[src/rtl/alu_ctrl_pkg.sv]
// Shared constants for the ALU control / MDU slice: ALU codes, funct codes,
// alu_op encodings and the MDU state and operation types.
package alu_ctrl_pkg;

    // ALU operation codes
    localparam logic [3:0] ALU_AND = 4'b0000;
    localparam logic [3:0] ALU_OR  = 4'b0001;
    localparam logic [3:0] ALU_ADD = 4'b0010;
    localparam logic [3:0] ALU_XOR = 4'b0011;
    localparam logic [3:0] ALU_SUB = 4'b0110;
    localparam logic [3:0] ALU_SLT = 4'b0111;
    localparam logic [3:0] ALU_SLL = 4'b1000;
    localparam logic [3:0] ALU_SRL = 4'b1001;
    localparam logic [3:0] ALU_NOR = 4'b1100;

    // alu_op encodings from the main controller
    localparam logic [1:0] ALUOP_ADD   = 2'b00;
    localparam logic [1:0] ALUOP_SUB   = 2'b01;
    localparam logic [1:0] ALUOP_RTYPE = 2'b10;
    localparam logic [1:0] ALUOP_OR    = 2'b11;

    // R-type funct codes
    localparam logic [5:0] F_ADD   = 6'b100000;
    localparam logic [5:0] F_ADDU  = 6'b100001;
    localparam logic [5:0] F_SUB   = 6'b100010;
    localparam logic [5:0] F_SUBU  = 6'b100011;
    localparam logic [5:0] F_AND   = 6'b100100;
    localparam logic [5:0] F_OR    = 6'b100101;
    localparam logic [5:0] F_XOR   = 6'b100110;
    localparam logic [5:0] F_NOR   = 6'b100111;
    localparam logic [5:0] F_SLT   = 6'b101010;
    localparam logic [5:0] F_SLL   = 6'b000000;
    localparam logic [5:0] F_SRL   = 6'b000010;
    localparam logic [5:0] F_MFHI  = 6'b010000;
    localparam logic [5:0] F_MTHI  = 6'b010001;
    localparam logic [5:0] F_MFLO  = 6'b010010;
    localparam logic [5:0] F_MTLO  = 6'b010011;
    localparam logic [5:0] F_MULT  = 6'b011000;
    localparam logic [5:0] F_MULTU = 6'b011001;
    localparam logic [5:0] F_DIV   = 6'b011010;
    localparam logic [5:0] F_DIVU  = 6'b011011;

    typedef enum logic [1:0] {
        MD_IDLE = 2'd0,
        MD_RUN  = 2'd1,
        MD_FIX  = 2'd2
    } md_state_t;

    typedef enum logic [1:0] {
        MD_MULT  = 2'd0,
        MD_MULTU = 2'd1,
        MD_DIV   = 2'd2,
        MD_DIVU  = 2'd3
    } md_op_t;

endpackage

[src/rtl/alu_ctrl_mdu_core.sv]
// mdu_core: iterative radix-2 multiply/divide engine. Signed operands are
// held as magnitudes with sign flags; the sign is applied in the FIX state.
// Divide datapath present only when ALU_CTRL_DIV_EN is defined.
module mdu_core
    import alu_ctrl_pkg::*;
#(
    parameter int WIDTH = 32
) (
    input  logic             clk,
    input  logic             rst_n,
    input  logic             start,
    input  md_op_t           op,
    input  logic [WIDTH-1:0] a,
    input  logic [WIDTH-1:0] b,
    output logic             busy,
    output logic             wr_en,
    output logic [WIDTH-1:0] res_hi,
    output logic [WIDTH-1:0] res_lo
);

    localparam int CW = $clog2(WIDTH + 1);

    md_state_t          state;
    logic [CW-1:0]      cnt;
    logic [WIDTH-1:0]   opa;        // multiplicand or divisor magnitude
    logic [2*WIDTH-1:0] acc;        // product, or {remainder, quotient}
    logic               neg_q;      // negate product / quotient
    logic               neg_r;      // negate remainder
    logic               div_mode;

    logic               op_signed;
    logic               sa, sb;
    logic [WIDTH-1:0]   mag_a, mag_b;
    logic [WIDTH:0]     mul_sum;
    logic [2*WIDTH-1:0] step_next;
    logic [2*WIDTH-1:0] prod_neg;

    assign op_signed = (op == MD_MULT) || (op == MD_DIV);
    assign sa        = op_signed & a[WIDTH-1];
    assign sb        = op_signed & b[WIDTH-1];
    assign mag_a     = sa ? ({WIDTH{1'b0}} - a) : a;
    assign mag_b     = sb ? ({WIDTH{1'b0}} - b) : b;

`ifdef ALU_CTRL_DIV_EN
    logic [WIDTH:0] div_t;
    logic           div_ge;
    logic [WIDTH:0] div_r;
`endif

    // one radix-2 step: shift-add for multiply, restoring shift-subtract for divide
    always_comb begin
        mul_sum   = {1'b0, acc[2*WIDTH-1:WIDTH]} + {1'b0, (acc[0] ? opa : {WIDTH{1'b0}})};
        step_next = {mul_sum, acc[WIDTH-1:1]};
`ifdef ALU_CTRL_DIV_EN
        div_t  = {acc[2*WIDTH-1:WIDTH], acc[WIDTH-1]};
        div_ge = (div_t >= {1'b0, opa});
        div_r  = div_ge ? (div_t - {1'b0, opa}) : div_t;
        if (div_mode)
            step_next = {div_r[WIDTH-1:0], acc[WIDTH-2:0], div_ge};
`endif
    end

    // sign correction applied while in FIX
    always_comb begin
        prod_neg = {(2*WIDTH){1'b0}} - acc;
        if (div_mode) begin
            res_lo = neg_q ? ({WIDTH{1'b0}} - acc[WIDTH-1:0]) : acc[WIDTH-1:0];
            res_hi = neg_r ? ({WIDTH{1'b0}} - acc[2*WIDTH-1:WIDTH]) : acc[2*WIDTH-1:WIDTH];
        end else begin
            res_lo = neg_q ? prod_neg[WIDTH-1:0] : acc[WIDTH-1:0];
            res_hi = neg_q ? prod_neg[2*WIDTH-1:WIDTH] : acc[2*WIDTH-1:WIDTH];
        end
    end

    assign busy  = (state != MD_IDLE);
    assign wr_en = (state == MD_FIX);

    // MDU sequencer: IDLE -> RUN (WIDTH steps) -> FIX -> IDLE
    always_ff @(posedge clk) begin
        if (!rst_n) begin
            state    <= MD_IDLE;
            cnt      <= '0;
            opa      <= '0;
            acc      <= '0;
            neg_q    <= 1'b0;
            neg_r    <= 1'b0;
            div_mode <= 1'b0;
        end else begin
            case (state)
                MD_IDLE: begin
                    if (start) begin
                        cnt      <= '0;
                        state    <= MD_RUN;
                        div_mode <= 1'b0;
                        neg_q    <= sa ^ sb;
                        neg_r    <= 1'b0;
                        opa      <= mag_a;
                        acc      <= {{WIDTH{1'b0}}, mag_b};
`ifdef ALU_CTRL_DIV_EN
                        if (op == MD_DIV || op == MD_DIVU) begin
                            div_mode <= 1'b1;
                            if (b == '0) begin
                                // divide by zero: skip iteration, HI = a, LO = all ones
                                acc   <= {a, {WIDTH{1'b1}}};
                                neg_q <= 1'b0;
                                state <= MD_FIX;
                            end else begin
                                opa   <= mag_b;
                                acc   <= {{WIDTH{1'b0}}, mag_a};
                                neg_r <= sa;
                            end
                        end
`endif
                    end
                end
                MD_RUN: begin
                    acc <= step_next;
                    cnt <= cnt + 1'b1;
                    if (cnt == CW'(WIDTH - 1))
                        state <= MD_FIX;
                end
                MD_FIX: begin
                    state <= MD_IDLE;
                    cnt   <= '0;
                end
                default: state <= MD_IDLE;
            endcase
        end
    end

endmodule

[src/rtl/alu_ctrl_mdu.sv]
// alu_ctrl_mdu: ALU control decode plus HI/LO registers and start/stall
// gating for the iterative MDU. Define ALU_CTRL_DIV_EN to enable div/divu.
module alu_ctrl_mdu
    import alu_ctrl_pkg::*;
#(
    parameter int WIDTH  = 32,
    parameter int CTRL_W = 4
) (
    input  logic              clk,
    input  logic              rst_n,
    input  logic [1:0]        alu_op,
    input  logic [5:0]        funct,
    input  logic              valid,
    input  logic [WIDTH-1:0]  a,
    input  logic [WIDTH-1:0]  b,
    output logic [CTRL_W-1:0] ctrl,
    output logic              illegal,
    output logic [WIDTH-1:0]  hi,
    output logic [WIDTH-1:0]  lo,
    output logic              md_busy,
    output logic              md_done,
    output logic              stall
);

    logic [3:0]       code;
    logic             md_fam;    // any instruction that touches HI/LO or the MDU
    logic             md_go;     // mult/div family
    logic             is_mthi, is_mtlo;
    md_op_t           md_op;
    logic             wr_en;
    logic [WIDTH-1:0] res_hi, res_lo;
    logic             start;

    // alu_op / funct decode, independent of MDU state
    always_comb begin
        code    = ALU_AND;
        illegal = 1'b0;
        md_fam  = 1'b0;
        md_go   = 1'b0;
        is_mthi = 1'b0;
        is_mtlo = 1'b0;
        md_op   = MD_MULT;
        case (alu_op)
            ALUOP_ADD: code = ALU_ADD;
            ALUOP_SUB: code = ALU_SUB;
            ALUOP_OR:  code = ALU_OR;
            default: begin
                case (funct)
                    F_ADD, F_ADDU: code = ALU_ADD;
                    F_SUB, F_SUBU: code = ALU_SUB;
                    F_AND:         code = ALU_AND;
                    F_OR:          code = ALU_OR;
                    F_XOR:         code = ALU_XOR;
                    F_NOR:         code = ALU_NOR;
                    F_SLT:         code = ALU_SLT;
                    F_SLL:         code = ALU_SLL;
                    F_SRL:         code = ALU_SRL;
                    F_MFHI, F_MFLO: begin
                        code   = ALU_ADD;
                        md_fam = 1'b1;
                    end
                    F_MTHI: begin
                        code    = ALU_ADD;
                        md_fam  = 1'b1;
                        is_mthi = 1'b1;
                    end
                    F_MTLO: begin
                        code    = ALU_ADD;
                        md_fam  = 1'b1;
                        is_mtlo = 1'b1;
                    end
                    F_MULT, F_MULTU: begin
                        code   = ALU_ADD;
                        md_fam = 1'b1;
                        md_go  = 1'b1;
                        md_op  = (funct == F_MULT) ? MD_MULT : MD_MULTU;
                    end
`ifdef ALU_CTRL_DIV_EN
                    F_DIV, F_DIVU: begin
                        code   = ALU_ADD;
                        md_fam = 1'b1;
                        md_go  = 1'b1;
                        md_op  = (funct == F_DIV) ? MD_DIV : MD_DIVU;
                    end
`endif
                    default: illegal = 1'b1;
                endcase
            end
        endcase
    end

    assign ctrl  = CTRL_W'(code);
    assign stall = valid & md_fam & md_busy;
    assign start = valid & md_go & ~md_busy;

    mdu_core #(.WIDTH(WIDTH)) u_core (
        .clk    (clk),
        .rst_n  (rst_n),
        .start  (start),
        .op     (md_op),
        .a      (a),
        .b      (b),
        .busy   (md_busy),
        .wr_en  (wr_en),
        .res_hi (res_hi),
        .res_lo (res_lo)
    );

    // HI/LO architectural registers and the md_done pulse
    always_ff @(posedge clk) begin
        if (!rst_n) begin
            hi      <= '0;
            lo      <= '0;
            md_done <= 1'b0;
        end else begin
            md_done <= wr_en;
            if (wr_en) begin
                hi <= res_hi;
                lo <= res_lo;
            end else if (valid && !md_busy) begin
                if (is_mthi) hi <= a;
                if (is_mtlo) lo <= a;
            end
        end
    end

endmodule

[config.mk]
export PLATFORM = sky130hd
export DESIGN_NAME = alu_ctrl_mdu
export DESIGN_NICKNAME = d
export VERILOG_FILES = /design/src/rtl/alu_ctrl_pkg.sv /design/src/rtl/alu_ctrl_mdu_core.sv /design/src/rtl/alu_ctrl_mdu.sv
export SDC_FILE = /design/constraint.sdc
export NUM_CORES = 1
export LEC_CHECK = 0
export ABC_AREA = 1
export BUFFER_PORTS_ARGS = -buffer_cell sky130_fd_sc_hd__buf_2
export CORE_ASPECT_RATIO = 1.25
export CORE_MARGIN = 5
export CORE_UTILIZATION = 30
export CTS_BUF_LIST = sky130_fd_sc_hd__clkbuf_16
export DETAILED_ROUTE_END_ITERATION = 6
export PLACE_DENSITY = 0.57
export SLEW_MARGIN = 20
export SYNTH_ARGS = -nofsm -noshare
export SYNTH_HDL_FRONTEND = slang
export SYNTH_SLANG_ARGS = --single-unit
[constraint.sdc]
create_clock -name clk -period 2.5 [get_ports clk]
set_input_delay 0.75 -clock clk [delete_from_list [all_inputs] [get_ports clk]]
set_output_delay 0.75 -clock clk [all_outputs]
set_load 0.005 [all_outputs]
==> results.yml, run 1 <==
status:
  status: "finished clean"
routing:
  drt-total-wl_um: 56880
  drc_errors: 0
  vias_per_cell: 5.235
  drtAntennaViolNets: 0
  dr_wl_met3_um: 3372
  vias: 15860
  wl_per_cell_um: 18.77
  wl_met1_um: 23190
  drt-initial-drc-count: 1285
  firstDrtPassIters: 6
  route.met2.wl_um: 26750
  top_layer: "met4"
sta:
  finClkSkew_ns: 0.02096
  period_share_pct: 98.88
  setup_viol: 0
  slew_viol_final: 0
  fmax_mhz: 404.5
  worst_pin_slew_ns: 0.8353
  hold_viol: 0
  relSlewSlack_pct: 44.31
  fin_crit_ns: 2.472
  hold_ws_ns: 0.4672
grt:
  grt_max_degree: 89
  grt_pass1_wl_um: 86180
  track_usage_pct: 22.72
  grt.overflow.total: 0
  grt_pass1_vias: 15080
  antenna_found_initial: 0
layout:
  drive_above_1_share_pct: 16.48
  most-common-layout-cells: "nand2_1 (532), nor2_1 (330), inv_1 (250)"
  seq_area_sq_um: 3408
  multi_input_area_sq_um: 8582
  nets: 2557
  final_util_pct: 36.42
  fill_cells: 4915
  diodes: 0
  layout.cells.most_common: "nand2_1"
  area_growth_pct: 20.96
  final_cells: 3030
  fin_area_sq_um: 15990
run:
  max_cap_viol_count: 0
synth:
  syn_nets: 2358
  yosys_warnings: 0
  synth_ff_type: "dfxtp_1"
  yosysUniqueCellTypes: 52
  synth-seq-cells: 170
  netlist_area_sq_um: 13220
  synth-edff-count: 0
  yosysSeqAreaShare_pct: 25.75
  synth_top_cell_by_area: "dfxtp_1"
  synthTopCellsByArea: "dfxtp_1 (26%), nand2_1 (15%), nor2_1 (9.6%), nand3_1 (9.0%), inv_1 (7.3%)"
  syn_area_per_cell_sq_um: 5.886
  synthArstFlopShare_pct: 0
  yosysTopAreaCellShare_pct: 25.75
  synthCells: 2246
placement:
  place_hpwl_um: 45960
  dp_cells: 2996
  portBuffers: 146
  gp_congestion: 0.9952
  place_area_sq_um: 15130
critical_path:
  rr_endpoint: "hi[6]"
  criticalPathCategory: "in -> out"
  slowest_delay_ns: 0.17
  path_cells: "buf_4, nor2_4, inv_2, nor3_2, inv_1, o21ai_1, a2111oi_4, buf_2"
  crit_required_ns: 1.75
  critPathLaunchType: "primary input"
  worstPathArrival_ns: 1.72
  crit_fanout: 4
  cp-end-kind: "primary output"
  r2r_setup_slack_ns: 0.12
  cpMaxStageDelayCell: "o21ai_1"
  reg2reg_depth: 13
  reg2reg_from: "u_core.acc[0]"
power:
  p_comb_share_pct: 9.8
  p_int_w: 0.004258
  power_switching_w: 0.001804
  p_per_area_nw_per_um2: 379.1
  p_leak_nw: 8.185
  pwr-share-clk_pct: 45.4
  vdd_drop_max_mv: 0.4014
  pwr-share-seq_pct: 44.8
  swShare_pct: 29.76
cts:
  root_buffer: "clkbuf_16"
  cts_buffers: 17
  cts_max_path_buffers: 2
  hold_buffers: 0
  htreeDepth: 4
  cts_tree: "built"
  clkSinkCount: 170
  path_clk_slew_ns: 0.09
  clock_latency_ns: 0.46
worst_hold_path:
  min_path_cells: 2
  hp-start: "lo[4]"
  hold_end: "lo[4]"
  worst_hold_path_type: "reg -> reg"
floorplan:
  std_cell_rows: 86
  design.core.area_sq_um: 43900
  die_w_um: 197.8
  boundaryPins: 147
  start_util_pct: 30.11
  die-area_sq_um: 48390
  die_y_um: 244.7
==> registers in the layout (all words and copies together) (netlist names) <==
signal and count:
u_core.opa 32, lo 32, hi 32, u_core.acc 64
u_core.state 2, u_core.neg_q 1, md_done 1, u_core.cnt 6
==> power by group through the flow <==
stage | clock (W) | combinational (W) | sequential, W
2_1_floorplan | 0 | 0.000314 | 0.00278
3_3_place_gp | 0 | 0.000559 | 0.00278
3_5_place_dp | 0 | 0.000563 | 0.00278
4_1_cts | 0.00280 | 0.000572 | 0.00272
5_1_grt | 0.00290 | 0.000651 | 0.00272
6_report | 0.00275 | 0.000595 | 0.00272
==> logic make-up after synthesis <==
| kind of cell | Yosys count | share of synthesized area, % |
|---|---|---|
| and+or+nand+nor | 1236 | 40.40 |
| AOI/OAI and AO/OA | 435 | 18.35 |
| buffers and inverters | 352 | 10.88 |
| DFF | 170 | 25.75 |
| adders and majority gates | 37 | 3.559 |
| xor gates and xnor gates | 16 | 1.060 |
==> stage by stage <==
step / setup WS (ns) / setup TNS (ns) / power, W
3_5_place_dp: -0.1301 / -0.2409 / 0.003343
5_1_grt: -0.01188 / -0.01592 / 0.006265
2_1_floorplan: 0.05185 / 0 / 0.003092
6_report: 0.02789 / 0 / 0.006061
4_1_cts: -0.02450 / -0.02450 / 0.006087
3_3_place_gp: -0.1627 / -0.2520 / 0.003339
==> cell usage after synthesis, types with 7 or more instances <==
| cell type | instances |
|---|---|
| nor2_2 | 7 |
| o21ai_0 | 177 |
| buf_6 | 8 |
| nor2_1 | 338 |
| o211ai_1 | 25 |
| dfxtp_1 | 170 |
| nand2_2 | 8 |
| ha_1 | 36 |
| nand3b_1 | 12 |
| buf_2 | 27 |
| a21o_1 | 7 |
| nand3_1 | 238 |
| o21ai_1 | 25 |
| clkbuf_1 | 34 |
| inv_1 | 256 |
| a31oi_1 | 14 |
| xor2_1 | 16 |
| nor2_4 | 7 |
| inv_2 | 19 |
| nand4_1 | 33 |
| o22ai_1 | 19 |
| nand2_1 | 542 |
| nor3_1 | 23 |
| a21oi_1 | 139 |
==> worst max-delay path by stage <==
stage,from,to,slack (ns),cells past startpoint
after global placement,funct[5],illegal,-0.16,9
after global routing,funct[3],illegal,-0.01,8
after CTS,funct[5],illegal,-0.02,9
after floorplan,u_core.acc[0],u_core.acc[61],0.05,19
final,funct[3],illegal,0.03,8
after detailed placement,funct[5],illegal,-0.13,9
==> timing repair <==
| action | CTS | global route |
|---|---|---|
| pin swaps | 2 | 11 |
| endpoints found under the setup margin | 12 | 31 |
| cloned | 0 | 0 |
| resized for setup | 11 | 61 |
| setup buffers | 1 | 1 |
==> per-layer routing <==
layer | GRT usage (%) | vias up
met5 | 0 | -
met4 | 11.85 | 0
met2 | 37.87 | 600
li1 | - | 7776
met3 | 2.732 | 148
met1 | 28.68 | 7339
==> cell type report <==
type | count | area share, %
clock buffers | 17 | 2.661
clock inverters | 15 | 1.064
inverters | 277 | 6.542
multi-input cells | 1724 | 53.67
flip-flops and latches | 170 | 21.32
well taps | 572 | 4.476
repair buffers | 255 | 10.27
==> critical path, delay by kind of cell <==
kind            cells  cell delay, ns
buf+inv             4            0.43
simple gates        2            0.29
compound gates      2            0.24
No activity file was read; power rests on OpenSTA's default activity.
==> inputs of run 2 (changes only) <==
PLACE_DENSITY = 0.55   (was 0.57)
clock period = 2.6 ns   (was 2.5 ns; I/O delays follow)
==> results.yml, run 2 (synthesis results as in run 1) <==
status:
  status: "finished clean"
floorplan:
  boundaryPins: 147
  design.core.area_sq_um: 43900
  die-area_sq_um: 48390
  die_y_um: 244.7
  std_cell_rows: 86
  die_w_um: 197.8
  start_util_pct: 30.11
critical_path:
  crit_fanout: 4
  reg2reg_depth: 14
  worstPathArrival_ns: 1.78
  cp-end-kind: "primary output"
  r2r_setup_slack_ns: 0.11
  criticalPathCategory: "in -> out"
  critPathLaunchType: "primary input"
  crit_required_ns: 1.82
routing:
  drt-total-wl_um: 59290
  drtAntennaViolNets: 0
  firstDrtPassIters: 6
  wl_per_cell_um: 19.58
  drt-initial-drc-count: 1223
  vias_per_cell: 5.203
  drc_errors: 0
  vias: 15760
power:
  p_per_area_nw_per_um2: 373.9
  vdd_drop_max_mv: 0.3931
  p_leak_nw: 8.209
layout:
  nets: 2556
  diodes: 0
  layout.cells.most_common: "nand2_1"
  area_growth_pct: 21.34
  largest_register: "u_core.acc"
  most-common-layout-cells: "nand2_1 (532), nor2_1 (328), inv_1 (251)"
  final_cells: 3028
  drive_above_1_share_pct: 16.21
  largest_reg_flops: 64
cts:
  clock_latency_ns: 0.47
  clkSinkCount: 170
  cts_buffers: 17
  path_clk_slew_ns: 0.07
  cts_tree: "built"
  cts_max_path_buffers: 2
  htreeDepth: 4
  root_buffer: "clkbuf_16"
  hold_buffers: 0
sta:
  relSlewSlack_pct: 42.02
  period_share_pct: 98.49
  fin_tns_setup_ns: 0
  worst_pin_slew_ns: 0.8697
  slew_viol_final: 0
  hold_ws_ns: 0.4625
  finClkSkew_ns: 0.01958
  hold_viol: 0
  rsz0062_at_grt: "yes"
  setup_viol: 0
  fin_crit_ns: 2.561
  fmax_mhz: 390.5
placement:
  portBuffers: 146
  place_hpwl_um: 48230
  dp_cells: 2993
  gp_congestion: 0.9586
grt:
  antenna_found_initial: 1
  grt_pass1_wl_um: 87880
  grt.overflow.total: 0
  busiest_layer: "met2"
  track_usage_pct: 23.57
  met2_usage_pct: 41.15
  gr-usage-met1_pct: 29.45
  grt_pass1_vias: 14800
  grt_max_degree: 85
  grtUsageMet3_pct: 2.197
run:
  max_cap_viol_count: 0
worst_hold_path:
  min_path_cells: 2
  worst_hold_path_type: "reg -> reg"
[run 2: cell types whose count changed in the layout (fill, tap and decap cells not counted), sizes merged]
cell,previous run,this run
inv,284,283
clkinvlp,0,1
bufinv,0,3
clkinv,8,4
buf,255,254
[run 2: worst paths after layout]
path,end,startpoint
worst max-delay path,illegal,funct[1]
worst min-delay path,lo[4],lo[4]
worst max register to register,u_core.acc[56],u_core.acc[0]
worst min register to register,lo[4],lo[4]
[run 2: cell type report]
class / instances / area [sq um]
clock buffer: 17 / 425.4
clock inverter: 14 / 182.7
fill: 4985 / 27860
inverter: 277 / 1051
multi-input combinational: 1724 / 8576
sequential: 170 / 3405
tap: 572 / 715.7
timing repair buffer: 254 / 1685
[run 2: worst max-delay path, stage by stage]
cell and delay (ns):
buf_8 0.11, inv_8 0.06, nor2_4 0.04, inv_2 0.06, nand2_2 0.06, nand2_2 0.07, nand3_4 0.09, a2111oi_4 0.34
buf_2 0.18
[run 2: through the flow]
step                total power, W  worst slack [ns]  cell area [sq um]  utilization, %
floorplan                 0.002973            0.1519              13220               -
detailed placement        0.003225           -0.2402              15160           34.53
global route              0.006168          -0.07637              16040           36.54
finish                    0.005998           0.03926              16040           36.54
global placement          0.003223           -0.2803              15160           34.53
CTS                       0.006013          0.006660              15840           36.08
[run 2: metal layers]
| metal | up-vias | wire (um) |
|---|---|---|
| met1 | 7351 | 24830 |
| met5 | - | 0 |
| li1 | 7770 | - |
| met3 | 128 | 2515 |
| met2 | 506 | 29020 |
| met4 | 0 | 2924 |
[run 2: where the power goes]
part	total [W]	internal [W]	switching (W)
clock	0.00280	0.00154	0.00126
sequential	0.00261	0.00261	0.00000571
combinational	0.000586	0.000194	0.000392
[run 2: timing repair]
action                     4_1_cts  5_1_grt
gates resized for setup         15       59
pin swaps                        3        7
setup endpoints to repair        3       27
setup buffers                    2        2
